## config.mk

```make
export PLATFORM = sky130hd
export DESIGN_NAME = mat_vec_res_reader
export DESIGN_NICKNAME = d
export VERILOG_FILES = /design/src/rtl/mat_vec_res_reader_pkg.sv /design/src/rtl/mat_vec_res_reader.sv
export SDC_FILE = /design/constraint.sdc
export NUM_CORES = 1
export LEC_CHECK = 0
export CAP_MARGIN = 10
export CORE_MARGIN = 10
export CORE_UTILIZATION = 54
export CTS_CLUSTER_DIAMETER = 200
export DETAILED_ROUTE_END_ITERATION = 10
export PLACE_DENSITY_LB_ADDON = 0.05
export SLEW_MARGIN = 25
export SYNTH_ARGS = -nofsm -noshare
export SYNTH_HDL_FRONTEND = slang
export SYNTH_SLANG_ARGS = --single-unit
```

## constraint.sdc

```tcl
create_clock -name i_clk -period 3.2 [get_ports i_clk]
set_input_delay 0.64 -clock i_clk [delete_from_list [all_inputs] [get_ports i_clk]]
set_output_delay 0.64 -clock i_clk [all_outputs]
set_load 0.01 [all_outputs]
```

## src/rtl/mat_vec_res_reader_pkg.sv

```systemverilog
// Shared definitions for the GF(256) matrix-vector result reader:
// FSM encoding, parameter-set mapping and word/byte count derivations.
package mat_vec_res_reader_pkg;

    typedef enum logic [2:0] {
        ST_IDLE  = 3'd0,
        ST_READ  = 3'd1,
        ST_LOAD  = 3'd2,
        ST_SHIFT = 3'd3,
        ST_DONE  = 3'd4
    } state_t;

    typedef enum logic [1:0] {
        PS_L1 = 2'd0,
        PS_L3 = 2'd1,
        PS_L5 = 2'd2
    } param_set_t;

    function automatic int n_words(input int res_bytes, input int n_gf);
        return (res_bytes + n_gf - 32'sd1) / n_gf;
    endfunction

    function automatic int last_word_bytes(input int res_bytes, input int n_gf);
        return res_bytes - (n_words(res_bytes, n_gf) - 32'sd1) * n_gf;
    endfunction

    function automatic int res_bytes_of(input param_set_t ps);
        case (ps)
            PS_L1:   return 32'sd126;
            PS_L3:   return 32'sd193;
            PS_L5:   return 32'sd278;
            default: return 32'sd126;
        endcase
    endfunction

    // Never collapses to a zero-width vector when only one entry exists.
    function automatic int addr_width(input int n);
        return (n > 32'sd1) ? $clog2(n) : 32'sd1;
    endfunction

endpackage

```

## src/rtl/mat_vec_res_reader.sv

```systemverilog
// Drains the multiplier result buffer word by word and serialises each word
// MSB-first into a valid/ready byte stream, dropping last-word padding.
module mat_vec_res_reader
    import mat_vec_res_reader_pkg::*;
#(
    parameter int N_GF      = 8,
    parameter int RES_BYTES = 126
) (
    input  logic                                        i_clk,
    input  logic                                        i_rst,
    input  logic                                        i_start,
    output logic                                        o_res_en,
    output logic [addr_width(n_words(RES_BYTES, N_GF))-1:0] o_res_addr,
    input  logic [N_GF*8-1:0]                           i_res,
    output logic [7:0]                                  o_byte,
    output logic                                        o_byte_valid,
    input  logic                                        i_byte_ready,
    output logic                                        o_byte_last,
    output logic                                        o_busy,
    output logic                                        o_done
);

    localparam int PROC_SIZE = N_GF * 8;
    localparam int N_WORDS   = n_words(RES_BYTES, N_GF);
    localparam int ADDR_W    = addr_width(N_WORDS);
    localparam int K_W       = addr_width(N_GF);
    localparam int B_W       = $clog2(RES_BYTES + 1);

    state_t                 state_r, state_s;
    logic [ADDR_W-1:0]      w_r, w_s;
    logic [K_W-1:0]         k_r, k_s;
    logic [B_W-1:0]         b_r, b_s;
    logic [PROC_SIZE-1:0]   shreg_r, shreg_s;
    logic                   hs_s, last_hs_s, word_end_s;
    logic                   res_en_s, valid_s, last_s, busy_s, done_s;
    logic [ADDR_W-1:0]      addr_s;
    logic [7:0]             byte_s;

    assign hs_s       = (state_r == ST_SHIFT) && i_byte_ready;
    assign last_hs_s  = hs_s && (b_r == B_W'(RES_BYTES - 1));
    assign word_end_s = hs_s && (k_r == K_W'(N_GF - 1));

    // State, counter and shift-register flops.
    always_ff @(posedge i_clk) begin
        if (i_rst) begin
            state_r <= ST_IDLE;
            w_r     <= '0;
            k_r     <= '0;
            b_r     <= '0;
            shreg_r <= '0;
        end else begin
            state_r <= state_s;
            w_r     <= w_s;
            k_r     <= k_s;
            b_r     <= b_s;
            shreg_r <= shreg_s;
        end
    end

    // Next-state logic plus next values of the counters and shift register.
    always_comb begin
        state_s = state_r;
        w_s     = w_r;
        k_s     = k_r;
        b_s     = b_r;
        shreg_s = shreg_r;
        case (state_r)
            ST_IDLE: begin
                if (i_start) begin
                    state_s = ST_READ;
                    w_s     = '0;
                    b_s     = '0;
                end else begin
                    state_s = ST_IDLE;
                end
            end
            ST_READ: state_s = ST_LOAD;
            ST_LOAD: begin
                state_s = ST_SHIFT;
                shreg_s = i_res;
                k_s     = '0;
            end
            ST_SHIFT: begin
                if (hs_s) begin
                    shreg_s = shreg_r << 8;
                    k_s     = k_r + K_W'(1);
                    b_s     = b_r + B_W'(1);
                    if (last_hs_s) begin
                        state_s = ST_DONE;
                    end else if (word_end_s) begin
                        state_s = ST_READ;
                        w_s     = w_r + ADDR_W'(1);
                    end else begin
                        state_s = ST_SHIFT;
                    end
                end else begin
                    state_s = ST_SHIFT;
                end
            end
            ST_DONE: state_s = ST_IDLE;
            default: state_s = ST_IDLE;
        endcase
    end

    // Output decode from the upcoming state so the output flops line up with it.
    always_comb begin
        res_en_s = (state_s == ST_READ);
        addr_s   = res_en_s ? w_s : o_res_addr;
        valid_s  = (state_s == ST_SHIFT);
        byte_s   = valid_s ? shreg_s[PROC_SIZE-1 -: 8] : 8'd0;
        last_s   = valid_s && (b_s == B_W'(RES_BYTES - 1));
        busy_s   = (state_s != ST_IDLE);
        done_s   = (state_s == ST_DONE);
    end

    // Output registers; none of them has a combinational path from i_byte_ready.
    always_ff @(posedge i_clk) begin
        if (i_rst) begin
            o_res_en     <= 1'b0;
            o_res_addr   <= '0;
            o_byte       <= 8'd0;
            o_byte_valid <= 1'b0;
            o_byte_last  <= 1'b0;
            o_busy       <= 1'b0;
            o_done       <= 1'b0;
        end else begin
            o_res_en     <= res_en_s;
            o_res_addr   <= addr_s;
            o_byte       <= byte_s;
            o_byte_valid <= valid_s;
            o_byte_last  <= last_s;
            o_busy       <= busy_s;
            o_done       <= done_s;
        end
    end

endmodule

```

# Word level (Yosys, flattened, before mapping)
# Cells that the tools add are included.
# totals
register_bits,98
output_inout_bits,17
wordCells,53
# op_classes
addsub,3
eq_ne,10
n_mux,17
bitwise,1
n_reduce_logical,9
# ops
op,count
64-bit case mux with 2 select lines,1
64-bit two-way mux,1
4-bit two-way mux,4
7-bit equality test (second input constant),2
7-bit two-way mux,2
7-bit case mux with 2 select lines,1
3-bit case mux with 4 select lines,1
3-bit by 2-bit equality test with 1-bit output (second input constant),3
3-bit two-way mux,3
4-bit case mux with 2 select lines,1
7-bit by 1-bit adder with 7-bit output (second input constant),1
3-bit by 1-bit equality test with 1-bit output (second input constant),2
3-bit equality test (second input constant),2
3-bit case mux with 2 select lines,1
4-bit by 1-bit adder with 4-bit output (second input constant),1
1-bit logical AND,4
3-bit by 1-bit adder with 3-bit output (second input constant),1
3-bit logical NOT,1
3-bit nonzero test,1
2-bit two-way mux,1
2-bit inequality test (second input constant),1
2-bit AND reduction,1
2-bit nonzero test,1
2-bit OR reduction,1
2 further kinds,2

# Longest topological paths before layout
# Gate-level depths: netlist (run 1).
# depth
word_depth,10
ltp_mapped,8
mapped_depth_nobuf,7

# Worst setup path before layout (run 1)
# OpenSTA, ideal clock, no wires.
# synth_timing
path_type,input-to-reg
from,input i_byte_ready
to,register o_byte_last
setup_ns,0.087
arrival_ns,1.894
required_ns,3.113
setup_slack_ns,1.218
path_stages,5
path_buffers,0
cell_sequence,nand4b_2 nor2_2 mux2_4 or3b_1 nor4b_2
# synth_between
elab_chain_cells,8
# synth_rtl
item,line,rtl
start: declaration,mat_vec_res_reader.sv:17,"input logic i_byte_ready,"
1-bit logical AND (*),mat_vec_res_reader.sv:39,assign hs_s = (state_r == ST_SHIFT) && i_byte_ready;
1-bit logical AND,mat_vec_res_reader.sv:41,assign word_end_s = hs_s && (k_r == K_W'(N_GF - 1));
2-bit two-way mux,mat_vec_res_reader.sv:90,end else if (word_end_s) begin
3-bit two-way mux,mat_vec_res_reader.sv:88,if (last_hs_s) begin
3-bit two-way mux,mat_vec_res_reader.sv:84,if (hs_s) begin
3-bit case mux with 4 select lines,mat_vec_res_reader.sv:67,case (state_r)
3-bit by 2-bit equality test with 1-bit output,mat_vec_res_reader.sv:109,valid_s = (state_s == ST_SHIFT);
1-bit logical AND (*),mat_vec_res_reader.sv:111,last_s = valid_s && (b_s == B_W'(RES_BYTES - 1));
end signal: assignment,mat_vec_res_reader.sv:131,o_byte_last <= last_s;
end: declaration,mat_vec_res_reader.sv:18,"output logic o_byte_last,"
# Mark *: on every way between the ends. The rest lies on a longest branch, timed or not.
# A chain may end at the register's enable or synchronous reset.

# Worst setup path in the final report (run 1)
# Same ends and word-level chain as after synthesis.

==> results of run 1 <==
-- flip-flops by register name (all words and copies together) (netlist names) --
signal        cells
shreg_r          64
o_byte            8
b_r               7
o_res_addr        4
w_r               4
k_r               3
state_r           3
o_busy            1
o_byte_last       1
o_byte_valid      1
o_done            1
o_res_en          1
-- how the worst min path moves through the flow --
stage	from	end	slack, ps
floorplan	shreg_r[48]	shreg_r[48]	440
global placement	shreg_r[26]	shreg_r[26]	440
detailed placement	shreg_r[34]	shreg_r[34]	450
CTS	shreg_r[34]	shreg_r[34]	460
global route	shreg_r[38]	shreg_r[38]	480
finish	shreg_r[38]	shreg_r[38]	460
-- report_power, final --
| group | internal [mW] | total, mW | switching (mW) |
|---|---|---|---|
| clock network | 0.541 | 0.962 | 0.421 |
| registers | 1.28 | 1.31 | 0.0342 |
| logic | 0.162 | 0.331 | 0.169 |
| total | 1.98 | 2.61 | 0.624 |
-- cells in the mapped netlist, types with 2 or more instances --
cell type and count:
buf_1 5, o21ai_1 6, nor3_1 4, buf_2 5, ha_1 5, inv_1 4, a22o_1 8, o2111ai_1 2
nand2_1 56, nor4_1 2, or2_1 2, buf_6 2, nor2b_1 3, a22oi_1 58, nand2b_1 2, o211ai_1 2
nand3_1 7, dfxtp_1 98, clkbuf_1 21, nor2_1 36, o21ai_0 2, a21oi_1 66
-- layout make-up --
class	instances	share of cell area [%]
sequential	98	39.5
multi-input combinational	291	34.7
timing repair buffer	90	18.0
clock buffer	10	2.77
tap	96	2.42
clock inverter	6	2.29
inverter	4	0.302
-- layer usage --
layer | vias to the layer above | routed length (µm) | track usage (%)
met2 | 86 | 4360 | 26.6
met1 | 1585 | 4410 | 22.5
met5 | - | 0 | 0
met4 | 0 | 148 | 6.66
li1 | 1668 | - | -
met3 | 11 | 519 | 4.46
-- tightest hold or removal path, stage by stage (launching register included) --
cell and delay (ps):
dfxtp_1 320, nand2_1 50, a21oi_1 50
-- metrics by stage --
stage	instances	worst slack, ps
6_report	595	786
3_5_place_dp	579	419
4_1_cts	595	788
3_3_place_gp	579	510
2_1_floorplan	426	1220
5_1_grt	595	648
-- cell families after synthesis --
logic type	count (synthesis)	synth area share, %
muxes	3	0.947
AOI/OAI and AO/OA	156	26.6
adders and majority gates	5	1.63
xor gates and xnor gates	2	0.457
and+or+nand+nor	125	14.9
DFF	98	51.2
buffers and inverters	37	4.18
==> run_results.csv, run 1 <==
group,metric,value,unit
die,core,0.00683,mm²
setup_path,critical_path.endpoint,"o_byte_last",
clock_network,ctsHoldBuffers,0,
clock_network,cts_sinks,98,
final_layout,final_cell_area,0.00497,mm²
grt,track_usage,17.2,%
synth,synthTopCellsByArea,"dfxtp_1 51%, a22oi_1 11%, a21oi_1 8.6%",
final_layout,final_common_cell,"dfxtp_1",
place,post-dp-hpwl,6.40,mm
synth,ys_types,52,
route,dr_total_vias,3350,
setup_path,worstPathArrival,2690,ps
final_layout,layout.nets,567,
synth,synth-edff-count,0,
run_status,status,"completed",
timing,max_slew_margin,57.1,%
synth,synth_top_area_cell,"dfxtp_1",
route,ant_nets,0,
final_layout,drive_gt1_share,6.81,%
die,start_util,56.1,%
pwr,ir_worst_vdd,0.315,mV
pwr,p_total,2.61,mW
pwr,leakage,1.74,nW
grt,antenna_found_initial,0,
route,first_pass_iters,5,
synth,synthFlopType,"dfxtp_1",
setup_path,worst_ep_required_time,3480,ps
place,gp_congestion,0.841,
final_layout,final_util,72.7,%
setup_path,path_depth,6,
synth,synth-seq-area-share,51.2,%
job,maxCapViolCount,0,
clock_network,cts_buffer_depth,2,
setup_path,r2r_slack,1050,ps
final_layout,multi_input_area,0.00172,mm²
setup_path,start_kind,"input port",
route,viasPerCell,5.63,
setup_path,r2r-start,"b_r[1]",
timing,hold_viol,0,
clock_network,htreeDepth,3,
final_layout,area_growth,29.7,%
grt,grt_pass1_vias,3308,
timing,finalSetupViolations,0,
grt,grt_overflow,0,
clock_network,cts_root_buffer,"clkbuf_8",
grt,grt_pass1_wl,15.8,mm
final_layout,mostFrequentLayoutCells,"98 x dfxtp_1, 83 x clkdlybuf4s50_1, 66 x a21oi_1, 58 x a22oi_1, 56 x nand2_1",
grt,grt_max_degree,65,
setup_path,startpoint,"i_byte_ready",
clock_network,clkTransAtPathRegs,90,ps
final_layout,seq_area,0.00196,mm²
clock_network,tritoncts,"yes",
die,die_h,104,µm
setup_path,rr_worst_depth,7,
synth,synth_nets,499,
die,rows,30,
timing,worst_pin_slew,644,ps
final_layout,n_antenna_cell,0,
worst_hold_path,hold_depth,2,
pwr,power-per-cell-area,525,mW/mm²
timing,period_needed,2410,ps
setup_path,path_class,"in -> reg",
timing,post-route-period-util,75.5,%
setup_path,cp_cell_sequence,"clkdlybuf4s50_1 > nand4b_2 > nor2_2 > mux2_4 > or3b_1 > nor4b_2",
clock_network,clk_latency,360,ps
clock_network,post_cts_buffers,0,
setup_path,cp_slowest_cell,"clkdlybuf4s50_1",
die,num_io_pins,85,
timing,rsz0062_at_grt,"no",
synth,syn_area,0.00383,mm²
timing,setup_tns,0,ps
route,routedWlPerCell,15.9,µm
timing,final_max_slew_viol_count,0,
synth,synth_top_area_share,51.2,%
setup_path,crit_fanout,7,
clock_network,cts_resized,0,
place,dpl_cell_area,0.00471,mm²
synth,synth_area_per_cell,8.99,µm²
synth,ys_seq_elements,98,
setup_path,max_stage_delay,610,ps
die,fp.dieArea,0.0109,mm²
final_layout,fill_cells,572,
die,die_width,104,µm
setup_path,worst-path-buf-inv,1,
timing,skew,8.92,ps
synth,async_flop_share,0,%
setup_path,end_kind,"flop",
worst_hold_path,hold_path_class,"reg -> reg",
timing,fmax,0.414,GHz
timing,worst_hold_slack,460,ps
clock_network,cts_buffers,9,
route,drt_wl_total,9.44,mm
setup_path,r2r-end,"o_byte_last",
setup_path,crit_family,"simple AND/OR/NAND/NOR gates",
route,drc,0,
synth,synth_cells,426,
route,drt_iter0_drc,221,
synth,yosys_warnings,0,
place,port_buffers,84,
Note: power is estimated with default switching activity, not from simulation.
==> run 2, diff against run 1 <==
Settings changed: CORE_UTILIZATION 54 to 50.
Clock period 3.2 ns to 2.5 ns, I/O delays scaled along.
==> run 2 against run 1 <==
Compared with the run above:
- utilization is 5.4 points lower
- worst setup slack worse by 380 ps
- wire length grew 2.7%
- worst hold slack worse by 0.67 ps
- final area decreased by 0.20%
- non-clock buffer count grew 6
- clock-buffer cell count stayed put
- sequential share of layout area up 0.080 points
- global-route usage fell by 0.54 points
- first-iteration DRC count shrank 23%
- final cell count rose by 1.5%
- critical path depth is the same
- largest cell class unchanged
- highest routed layer unchanged
==> run_results.csv, run 2 (synthesis results as in run 1) <==
group,metric,value,unit
run_status,status,"completed",
pwr,p_total,3.04,mW
route,drt_iter0_drc,171,
pwr,power-per-cell-area,614,mW/mm²
final_layout,largest_register_ffs,64,
clock_network,tritoncts,"yes",
final_layout,n_antenna_cell,0,
clock_network,post_cts_buffers,0,
die,start_util,52.0,%
grt,antenna_found_initial,0,
final_layout,mostFrequentLayoutCells,"98 x dfxtp_1, 83 x clkdlybuf4s50_1, 66 x a21oi_1, 58 x a22oi_1, 56 x nand2_1",
setup_path,start_kind,"input port",
timing,rsz0062_at_grt,"no",
place,port_buffers,84,
setup_path,worstPathArrival,2360,ps
clock_network,cts_root_buffer,"clkbuf_8",
pwr,ir_worst_vdd,0.344,mV
setup_path,rr_worst_depth,5,
pwr,leakage,1.74,nW
route,first_pass_iters,4,
die,die_h,108,µm
final_layout,layout.nets,573,
timing,fin_ws,408,ps
final_layout,regMostFlops,"shreg_r",
die,num_io_pins,85,
grt,track_usage,16.7,%
final_layout,area_growth,29.4,%
timing,post-route-period-util,83.7,%
clock_network,htreeDepth,3,
die,rows,31,
final_layout,top_regs,"shreg_r (64), o_byte (8), b_r (7)",
die,die_width,108,µm
timing,worst_pin_slew,411,ps
place,place_ws,49.6,ps
timing,hold_viol,0,
timing,skew,12.3,ps
worst_hold_path,hold_path_class,"reg -> reg",
route,dr_total_vias,3340,
timing,period_needed,2090,ps
clock_network,cts_buffers,9,
grt,grt_pass1_vias,3313,
route,viasPerCell,5.53,
route,drc,0,
grt,grt_pass1_wl,16.0,mm
timing,max_slew_margin,72.5,%
clock_network,clkTransAtPathRegs,100,ps
clock_network,ctsHoldBuffers,0,
grt,grt_overflow,0,
place,post-dp-hpwl,6.77,mm
clock_network,clk_latency,350,ps
setup_path,worst_ep_required_time,2760,ps
place,gp_congestion,0.822,
setup_path,end_kind,"flop",
grt,grt_max_degree,60,
final_layout,final_common_cell,"dfxtp_1",
job,maxCapViolCount,0,
timing,fmax,0.478,GHz
setup_path,path_class,"in -> reg",
die,core,0.00737,mm²
clock_network,cts_sinks,98,
clock_network,cts_buffer_depth,2,
worst_hold_path,hold_depth,2,
route,routedWlPerCell,16.1,µm
timing,finalSetupViolations,0,
clock_network,cts_resized,0,
timing,final_max_slew_viol_count,0,
die,fp.dieArea,0.0116,mm²
setup_path,crit_fanout,4,
route,ant_nets,0,
final_layout,drive_gt1_share,7.92,%
timing,setup_tns,0,ps
route,drt_wl_total,9.70,mm
-- run 2: cell type report --
| cell class | instances | area, µm² |
|---|---|---|
| clock buffers | 10 | 138 |
| clock inverters | 6 | 42.5 |
| fillers | 652 | 2410 |
| inverters | 4 | 15.0 |
| multi-input cells | 291 | 1720 |
| flip-flops and latches | 98 | 1960 |
| well taps | 99 | 124 |
| repair buffers | 96 | 951 |
-- run 2: through the flow --
step | utilization (%) | cell area [µm²] | hold slack [ps] | instances
finish | 67.2 | 4960 | 459 | 604
global route | 67.2 | 4960 | 477 | 604
CTS | 67.2 | 4960 | 460 | 604
detailed placement | 64.8 | 4780 | 448 | 588
global placement | 64.8 | 4780 | 442 | 588
floorplan | - | 3830 | 437 | 426
-- run 2: path summary, 6_finish.rpt --
path	start	endpoint	slack [ps]
worst max-delay path	i_byte_ready	o_byte_last	410
worst min-delay path	shreg_r[45]	shreg_r[45]	460
worst max register to register	state_r[0]	o_byte_last	500
worst min register to register	shreg_r[45]	shreg_r[45]	460
-- run 2: power breakdown --
part           total (mW)  switching (mW)  internal, mW  leakage [nW]
registers            1.68          0.0433          1.64         0.796
clock network       0.928           0.539         0.389        0.0882
logic               0.434           0.217         0.217         0.861
total                3.04           0.799          2.24          1.74
-- run 2: critical path, stage by stage --
cell and delay, ps:
clkdlybuf4s50_1 540, nand4b_2 150, nor2_2 200, mux2_4 320, or3b_1 380, nor4b_2 260
-- run 2: per-layer routing --
| layer | routed length, µm | track usage [%] |
|---|---|---|
| met1 | 4500 | 21.8 |
| met5 | 0 | 0 |
| met4 | 49 | 4.01 |
| met3 | 627 | 5.63 |
| met2 | 4520 | 26.0 |
